File: config.mk
export PLATFORM = sky130hd
export DESIGN_NAME = hdmi_src_switch_ctl_flat
export DESIGN_NICKNAME = d
export VERILOG_FILES = /design/src/rtl/hdmi_src_switch_ctl_pkg.sv /design/src/rtl/hdmi_src_switch_ctl_if.sv /design/src/rtl/hdmi_src_switch_ctl_sync2.sv /design/src/rtl/hdmi_src_switch_ctl.sv /design/src/flat_wrapper.sv
export SDC_FILE = /design/constraint.sdc
export NUM_CORES = 1
export LEC_CHECK = 0
export CORE_ASPECT_RATIO = 1.2
export CORE_MARGIN = 8
export CORE_UTILIZATION = 40
export DETAILED_ROUTE_END_ITERATION = 8
export PLACE_DENSITY_LB_ADDON = 0.25
export SYNTH_ARGS = -nofsm -noshare
export SYNTH_HDL_FRONTEND = slang
export SYNTH_HIERARCHICAL = 1
export SYNTH_SLANG_ARGS = --single-unit
File: constraint.sdc
create_clock -name clk -period 4.3 [get_ports clk]
set_input_delay 0.86 -clock clk [delete_from_list [all_inputs] [get_ports clk]]
set_output_delay 0.86 -clock clk [all_outputs]
set_load 0.02 [all_outputs]
File: src/rtl/hdmi_src_switch_ctl_pkg.sv
// Shared encodings for the HDMI source-switch controller: FSM states and
// source-select values.
package hdmi_ctl_pkg;

    localparam logic [2:0] IDLE      = 3'd0;
    localparam logic [2:0] WAIT_VS   = 3'd1;
    localparam logic [2:0] PLL_RST   = 3'd2;
    localparam logic [2:0] WAIT_LOCK = 3'd3;
    localparam logic [2:0] SETTLE    = 3'd4;

    localparam logic SRC_VGA = 1'b0;
    localparam logic SRC_FT  = 1'b1;

endpackage

File: src/rtl/hdmi_src_switch_ctl_if.sv
// Video-side control signals of the source-switch controller.
// The master side drives the requests and status; the slave side is the controller.
interface hdmi_src_switch_ctl_if;
    logic sel_req;
    logic vs_in;
    logic pll_locked;
    logic sel_out;
    logic pll_rst;
    logic blank;
    logic busy;
    logic lock_err;

    modport master (
        output sel_req, vs_in, pll_locked,
        input  sel_out, pll_rst, blank, busy, lock_err
    );

    modport slave (
        input  sel_req, vs_in, pll_locked,
        output sel_out, pll_rst, blank, busy, lock_err
    );
endinterface

File: src/rtl/hdmi_src_switch_ctl_sync2.sv
// Two-flop synchroniser with asynchronous active-low reset to 0.
module sync2 (
    input  logic clk,
    input  logic rst_n,
    input  logic d,
    output logic q
);
    logic meta;

    always_ff @(posedge clk or negedge rst_n) begin
        if (!rst_n) begin
            meta <= 1'b0;
            q    <= 1'b0;
        end else begin
            meta <= d;
            q    <= meta;
        end
    end
endmodule

File: src/rtl/hdmi_src_switch_ctl.sv
// Glitch-free HDMI source switching: moves the source select only on a frame
// boundary, then resets the HDMI PLL and holds blank until lock plus settle frames.
module hdmi_src_switch_ctl
    import hdmi_ctl_pkg::*;
#(
    parameter bit          SEL_INIT      = SRC_VGA,
    parameter int unsigned RST_CYCLES    = 16,
    parameter int unsigned LOCK_TIMEOUT  = 1048576,
    parameter int unsigned MAX_RETRY     = 4,
    parameter int unsigned SETTLE_FRAMES = 2,
    parameter int unsigned VS_TIMEOUT    = 2097152,
    parameter bit          VS_POL        = 1'b0
) (
    input  logic                 clk,
    input  logic                 reset_n,
    hdmi_src_switch_ctl_if.slave io
);
    localparam int unsigned TMR_MAX = (RST_CYCLES > LOCK_TIMEOUT) ? RST_CYCLES : LOCK_TIMEOUT;
    localparam int TMR_W = $clog2(TMR_MAX + 1);
    localparam int FRM_W = $clog2(VS_TIMEOUT + 1);
    localparam int RTY_W = $clog2(MAX_RETRY + 1);
    localparam int SET_W = $clog2(SETTLE_FRAMES + 1);

    logic             sel_s, lock_s;
    logic             vs_d, vs_edge, vs_tick, vs_any;
    logic [2:0]       state, nxt;
    logic [TMR_W-1:0] tmr;
    logic [FRM_W-1:0] frm;
    logic [RTY_W-1:0] retry;
    logic [SET_W-1:0] frames;
    logic             rst_done, lock_to, settle_done, moving;

    sync2 u_sync_sel  (.clk(clk), .rst_n(reset_n), .d(io.sel_req),    .q(sel_s));
    sync2 u_sync_lock (.clk(clk), .rst_n(reset_n), .d(io.pll_locked), .q(lock_s));

    // With no video the frame timer stands in for vsync so a switch never stalls.
    assign vs_tick     = (frm == FRM_W'(VS_TIMEOUT - 1));
    assign vs_any      = vs_edge | vs_tick;
    assign rst_done    = (tmr == TMR_W'(RST_CYCLES - 1));
    assign lock_to     = (tmr == TMR_W'(LOCK_TIMEOUT - 1));
    assign settle_done = (frames == SET_W'(SETTLE_FRAMES - 1));
    assign moving      = (nxt != state);

    always_comb begin
        nxt = state;
        case (state)
            PLL_RST:   if (rst_done) nxt = WAIT_LOCK;
            WAIT_LOCK: if (lock_s) nxt = SETTLE;
                       else if (lock_to) nxt = PLL_RST;
            SETTLE:    if (!lock_s) nxt = PLL_RST;
                       else if (vs_any && settle_done) nxt = IDLE;
            IDLE:      if (!lock_s) nxt = PLL_RST;
                       else if (sel_s != io.sel_out) nxt = WAIT_VS;
            WAIT_VS:   if (!lock_s) nxt = PLL_RST;
                       else if (sel_s == io.sel_out) nxt = IDLE;
                       else if (vs_any) nxt = PLL_RST;
            default:   nxt = PLL_RST;
        endcase
    end

    always_ff @(posedge clk or negedge reset_n) begin
        if (!reset_n) begin
            state       <= PLL_RST;
            tmr         <= '0;
            frm         <= '0;
            retry       <= '0;
            frames      <= '0;
            vs_d        <= 1'b0;
            vs_edge     <= 1'b0;
            io.sel_out  <= SEL_INIT;
            io.pll_rst  <= 1'b1;
            io.blank    <= 1'b1;
            io.busy     <= 1'b1;
            io.lock_err <= 1'b0;
        end else begin
            state   <= nxt;
            vs_d    <= io.vs_in;
            vs_edge <= VS_POL ? (io.vs_in & ~vs_d) : (~io.vs_in & vs_d);

            if (moving || !(state == PLL_RST || state == WAIT_LOCK)) tmr <= '0;
            else tmr <= tmr + 1'b1;

            if (moving || vs_any) frm <= '0;
            else frm <= frm + 1'b1;

            if (moving) frames <= '0;
            else if (state == SETTLE && vs_any) frames <= frames + 1'b1;

            if (state == WAIT_LOCK && lock_s) begin
                retry       <= '0;
                io.lock_err <= 1'b0;
            end else if (state == WAIT_LOCK && lock_to) begin
                if (retry != RTY_W'(MAX_RETRY)) retry <= retry + 1'b1;
                if (retry >= RTY_W'(MAX_RETRY - 1)) io.lock_err <= 1'b1;
            end

            // Only a frame-boundary exit from WAIT_VS carries lock; lock-loss exits keep the old source.
            if (state == WAIT_VS && nxt == PLL_RST && lock_s) io.sel_out <= sel_s;

            io.pll_rst <= (nxt == PLL_RST);
            io.blank   <= (nxt == PLL_RST) || (nxt == WAIT_LOCK) || (nxt == SETTLE);
            io.busy    <= (nxt != IDLE);
        end
    end
endmodule

File: src/flat_wrapper.sv
// flat-port wrapper written by rule: the top's interface ports become plain ports
module hdmi_src_switch_ctl_flat import hdmi_ctl_pkg::*;
#(
    parameter bit          SEL_INIT      = SRC_VGA,
    parameter int unsigned RST_CYCLES    = 16,
    parameter int unsigned LOCK_TIMEOUT  = 1048576,
    parameter int unsigned MAX_RETRY     = 4,
    parameter int unsigned SETTLE_FRAMES = 2,
    parameter int unsigned VS_TIMEOUT    = 2097152,
    parameter bit          VS_POL        = 1'b0
)
  (clk, reset_n, io_sel_req, io_vs_in, io_pll_locked, io_sel_out, io_pll_rst, io_blank, io_busy, io_lock_err);
  hdmi_src_switch_ctl_if io_i ();
  input  logic clk;
  input  logic reset_n;
  input wire logic [$bits(io_i.sel_req)-1:0] io_sel_req;
  input wire logic [$bits(io_i.vs_in)-1:0] io_vs_in;
  input wire logic [$bits(io_i.pll_locked)-1:0] io_pll_locked;
  output wire logic [$bits(io_i.sel_out)-1:0] io_sel_out;
  output wire logic [$bits(io_i.pll_rst)-1:0] io_pll_rst;
  output wire logic [$bits(io_i.blank)-1:0] io_blank;
  output wire logic [$bits(io_i.busy)-1:0] io_busy;
  output wire logic [$bits(io_i.lock_err)-1:0] io_lock_err;
  assign io_i.sel_req = io_sel_req;
  assign io_i.vs_in = io_vs_in;
  assign io_i.pll_locked = io_pll_locked;
  assign io_sel_out = io_i.sel_out;
  assign io_pll_rst = io_i.pll_rst;
  assign io_blank = io_i.blank;
  assign io_busy = io_i.busy;
  assign io_lock_err = io_i.lock_err;
  hdmi_src_switch_ctl #(.SEL_INIT(SEL_INIT), .RST_CYCLES(RST_CYCLES), .LOCK_TIMEOUT(LOCK_TIMEOUT), .MAX_RETRY(MAX_RETRY), .SETTLE_FRAMES(SETTLE_FRAMES), .VS_TIMEOUT(VS_TIMEOUT), .VS_POL(VS_POL)) u_core (.clk(clk), .reset_n(reset_n), .io(io_i));
endmodule
After elaboration in Yosys (flattened, before gate mapping)
Index checks and enable logic that the tools add are counted.

Output and inout bits: 5. Bits in registers: 62. Logic and storage cells: 80. Input bits: 5.

Equality and inequality tests: 15. Mux-type cells: 21. Bitwise logic cells: 3. Reduce and logical (&&, ||, !) cells: 20. Add/subtract/negate cells: 4. Order comparisons: 1.

Operators by type and width (count): 2-to-1 mux 3 bit (13); adder 22 x 1 -> 22 bit (second input constant) (1); == test 22 x 21 -> 1 bit (second input constant) (1); 2-to-1 mux 22 bit (1); adder 21 x 1 -> 21 bit (second input constant) (1); == test 21 x 20 -> 1 bit (second input constant) (1); == test 21 x 4 -> 1 bit (second input constant) (1); 2-to-1 mux 21 bit (1); one-hot mux 3 bit (5 select lines) (1); == test 3 x 2 -> 1 bit (second input constant) (4); nonzero test 2 bit (4); == test 3 bit (second input constant) (2); logical AND 1 bit (6); logical OR 1 bit (5); 2-to-1 mux 2 bit (2); AND reduction 2 bit (2); adder 3 x 1 -> 3 bit (second input constant) (1); == test 3 x 1 -> 1 bit (second input constant) (1); >= comparator 3 x 2 -> 1 bit (second input constant) (1); zero test 3 bit (1); 2-to-1 mux 1 bit (3); != test 3 bit (1); != test 3 bit (second input constant) (1); nonzero test 3 bit (1); 8 further kinds (8).

Logic depth before layout (Yosys ltp)
Word-level depth: 9. Depth in mapped cells: 8. Gate-level depth less buffers: 7.

By module
The synthesis kept the hierarchy.

Modules (own cells, without submodules): hdmi_src_switch_ctl (instances 1, area an instance 3105.5 µm², cells an instance 317); sync2 (instances 2, area an instance 50.0 µm², cells an instance 2).

Worst setup path after synthesis
No wires, ideal clock.

Path type: register to register. Start point: reg u_core.tmr[0]. End point: reg u_core.tmr[11]. Cell stages (with the launch flop): 9. Data arrival time: 1.785 ns. Setup time: 0.121 ns. Path slack: 2.393 ns. Cell sequence: dfrtp_1 ha_1 nand3_1 and4b_1 buf_4 a21oi_2 o31ai_1 buf_2 nor2_1.

Word-level cells in the longest chain between the ends: 7.

RTL lines: from (decl) (line hdmi_src_switch_ctl.sv:27) `logic [TMR_W-1:0] tmr;`; from (signal assigned) (line hdmi_src_switch_ctl.sv:81) `else tmr <= tmr + 1'b1;`; == test 21 x 20 -> 1 bit (line hdmi_src_switch_ctl.sv:40) `assign lock_to = (tmr == TMR_W'(LOCK_TIMEOUT - 1));`; 2-to-1 mux 3 bit (line hdmi_src_switch_ctl.sv:49) `else if (lock_to) nxt = PLL_RST;`; 2-to-1 mux 3 bit (line hdmi_src_switch_ctl.sv:48) `WAIT_LOCK: if (lock_s) nxt = SETTLE;`; one-hot mux 3 bit (5 select lines) (line hdmi_src_switch_ctl.sv:46) `case (state)`; != test 3 bit (line hdmi_src_switch_ctl.sv:42) `assign moving = (nxt != state);`; logical OR 1 bit (line hdmi_src_switch_ctl.sv:80) `if (moving || !(state == PLL_RST || state == WAIT_LOCK)) tmr <= '0;`; 2-to-1 mux 21 bit (*) (line hdmi_src_switch_ctl.sv:80).

Every way passes the cells marked *; elsewhere a longest branch is shown, timed or not. A chain may end at the register's enable or synchronous reset.

Worst setup path in the final report
Start point: reg u_core.state[0]. End point: reg u_core.frm[3].

Word-level cells in the longest chain between the ends: 7.

RTL lines: from (decl) (line hdmi_src_switch_ctl.sv:26) `logic [2:0] state, nxt;`; from (signal assigned) (line hdmi_src_switch_ctl.sv:76) `state <= nxt;`; 2-to-1 mux 3 bit (line hdmi_src_switch_ctl.sv:56) `else if (vs_any) nxt = PLL_RST;`; 2-to-1 mux 3 bit (line hdmi_src_switch_ctl.sv:55) `else if (sel_s == io.sel_out) nxt = IDLE;`; 2-to-1 mux 3 bit (line hdmi_src_switch_ctl.sv:54) `WAIT_VS: if (!lock_s) nxt = PLL_RST;`; one-hot mux 3 bit (5 select lines) (line hdmi_src_switch_ctl.sv:46); != test 3 bit (*) (line hdmi_src_switch_ctl.sv:42); logical OR 1 bit (*) (line hdmi_src_switch_ctl.sv:83) `if (moving || vs_any) frm <= '0;`; 2-to-1 mux 22 bit (*) (line hdmi_src_switch_ctl.sv:83); to (signal assigned) (line hdmi_src_switch_ctl.sv:84) `else frm <= frm + 1'b1;`; to (decl) (line hdmi_src_switch_ctl.sv:28) `logic [FRM_W-1:0] frm;`.

Marked as above.

==> impl_results.md <==
* Fin crit share at roughly 60%
* Worst-path clk slew at 70 ps
* Die height at 114 um
* H-tree level count at 3
* Fmax at about 390 MHz
* Syn_area_per_cell at 9.99 um^2
* Element type at the critical path start: register
* Global-route wire length before repair at between 10 and 15 mm
* Synth warn at 6
* Leak at 1.54 nW
* Vias at about 2,300
* Worst slew margin at a little under a third
* Final Hold Violating Endpoints at 0
* Predominant post-synthesis flop cell: dfrtp_1
* Row count at 35
* All-layer global routing usage at about an eighth
* Register bit total from synthesis at slightly above 60
* Worst Skew at roughly 7.6 ps
* TritonCTS Sinks at 62
* Critical Path Max Stage Delay at 630 ps
* Starting Density at between 40% and 50%
* Worst min path class: register to register
* Crit path capture type: register
* Buf+Inv Stages, Crit Path at 0
* Maximum clock path buffer count at 2
* Worst Path Max Fanout at 22
* DIE AREA at 11,100 um^2
* RSZ-0062 raised after global routing: no
* Syn nets at between 300 and 400
* FFs w/ async S/R, synth at 100%
* Die Width at between 90 and 100 um
* Gpl congestion at approximately 0.78
* Setup TNS at 0 ps
* EDFF count, synth at 0
* Routed Antenna Nets at 0
* Tightest Pin Transition at 1030 ps
* Post-cts sizing count at 0
* Worst path top cell family by delay: simple AND/OR/NAND/NOR gates
* CP Cell Sequence: or4_1 -> nor4_2 -> a2bb2oi_1 -> nand2_1 -> nor4_1
* CP max stage cell: nand2_1
* Initial DRC count at about 120
* # hold bufs at CTS at 0
* Port buffer count at 9
* Largest net degree at the start of global routing at 36
* CTS Root Cell: clkbuf_8
* Hold Worst Slack at roughly 350 ps
* Skew-Pair Late Insertion Delay at between 300 and 400 ps
* Critical Setup Path Class: register to register
* Worst VDD drop at approximately 0.17 mV
* Max-slew violation count at 0
* Core area at between 7000 and 8000 um^2
* Total chip power at about 0.0017 W
* Final Non-Filler Cells at 429
* CTS Buf Count at 9
* Status: finished clean
* Sequential area share after synthesis at about half
* TritonCTS clock tree: yes
* Gr ovfl total at 0
* Hpwl dp at between 4 and 5 mm
* Maxcap violations at 0
* Top-count cell post-synth: dfrtp_1
* Endpoints failing setup at 0
* Arr. time, crit path at between 2000 and 3000 ps
* Unique masters post-synth at 48
* Vias per cell at approximately 5.4
* Synth top cells by count: dfrtp_1 (58), nor2_1 (38), xnor2_1 (25)
* Top Ports at 10
* Netlist Area Pre-Place at around 3200 um^2
* Nets at 343
* Routed WL per cell at 15.2 um
* WL final at approximately 6.5 mm
* Post-CTS setup buffers at 0
* Initial antenna violation count at 0
* Biggest area consumer among synthesized cells: dfrtp_1
* Vias in the first global route at 2,443
* Area fraction of the dominant cell type after synthesis at 45.3%
* Fraction of layout cells with a size suffix above 1 at 10.1%
* Pwr/cell area at ~470 nW/um^2
* Dpl cells at between 400 and 500
* # DRC at 0
* Top cells by area, synth: dfrtp_1 (45%), xnor2_1 (6.8%), nor4_1 (4.7%), nor2_1 (4.4%), xor2_1 (4.1%)
* Req. time, crit path at about 4500 ps
* Diodes inserted at 0
* Post-Synthesis Cells at 321
* Area grow syn2layout at 12.4%
* Tmin final at about 2600 ps
* DR pass1 iterations at 4
==> final timing paths <==
kind / startpoint / to / slack [ps] / cells past startpoint
max: u_core/state[0] / u_core/frm[3] / 1700 / 5
min: u_core/u_sync_lock/meta / u_core/u_sync_lock/q / 350 / 0
max reg2reg: u_core/state[0] / u_core/frm[3] / 1700 / 5
min reg2reg: u_core/u_sync_lock/meta / u_core/u_sync_lock/q / 350 / 0
max in group asynchronous: reset_n / u_core/frm[10] / 2850 / 2
min in group asynchronous: reset_n / u_core/tmr[10] / 530 / 1
==> cell families after synthesis <==
| family | synth area share, % |
|---|---|
| simple gates | 29.0 |
| flops | 48.6 |
| xor+xnor | 10.9 |
| compound gates | 5.54 |
| buf+inv | 2.93 |
| fa+ha+maj | 2.34 |
| mux | 0.664 |
==> state kept, by name (all words and copies together) (netlist names), 2 cells and up <==
register	flops
u_core/retry	3
u_core/frm	22
u_core/tmr	21
u_core/frames	2
u_core/state	3
==> placed cells by master, fill, tap and decap left out, types with 5 or more instances in the layout <==
master,count
o21ai_0,6
and3_1,8
nand2_1,24
nand3_1,14
xnor2_1,25
inv_1,11
ha_1,6
nor3_1,10
dfrtp_1,58
xor2_1,15
nor2b_1,5
nor4_1,24
clkbuf_8,12
nor2_1,38
a21oi_1,6
nand4_1,9
clkdlybuf4s50_1,8
and4_1,6
==> power breakdown <==
| group | switching, W | internal, W | leakage [nW] |
|---|---|---|---|
| logic | 0.000258 | 0.000126 | 0.592 |
| clock network | 0.000224 | 0.000373 | 0.120 |
| registers | 0.0000645 | 0.000648 | 0.829 |
| total | 0.000547 | 0.00115 | 1.54 |
==> area by class of cell <==
| cell class | count | area [um^2] |
|---|---|---|
| inverters | 11 | 41.3 |
| flip-flops and latches | 62 | 1560 |
| fillers | 743 | 4150 |
| multi-input cells | 237 | 1560 |
| well taps | 92 | 115 |
| clock inverters | 3 | 65.1 |
| clock buffers | 13 | 169 |
| repair buffers | 11 | 100 |
==> per-layer routing <==
layer	GRT usage (%)	up-vias	wire (um)
li1	-	1168	-
met1	14.1	1128	3030
met2	21.8	21	3220
met3	2.80	13	132
met4	7.81	0	152
met5	0	-	0
==> through the flow <==
step / setup slack (ps) / utilization, % / cell area, um^2
after floorplan: 2390 / - / 3210
after global placement: 1710 / 43.5 / 3370
after detailed placement: 1680 / 43.5 / 3370
after CTS: 1670 / 46.5 / 3600
after global routing: 1450 / 46.5 / 3600
final: 1700 / 46.5 / 3600
Note: power is estimated with default switching activity, not from simulation.
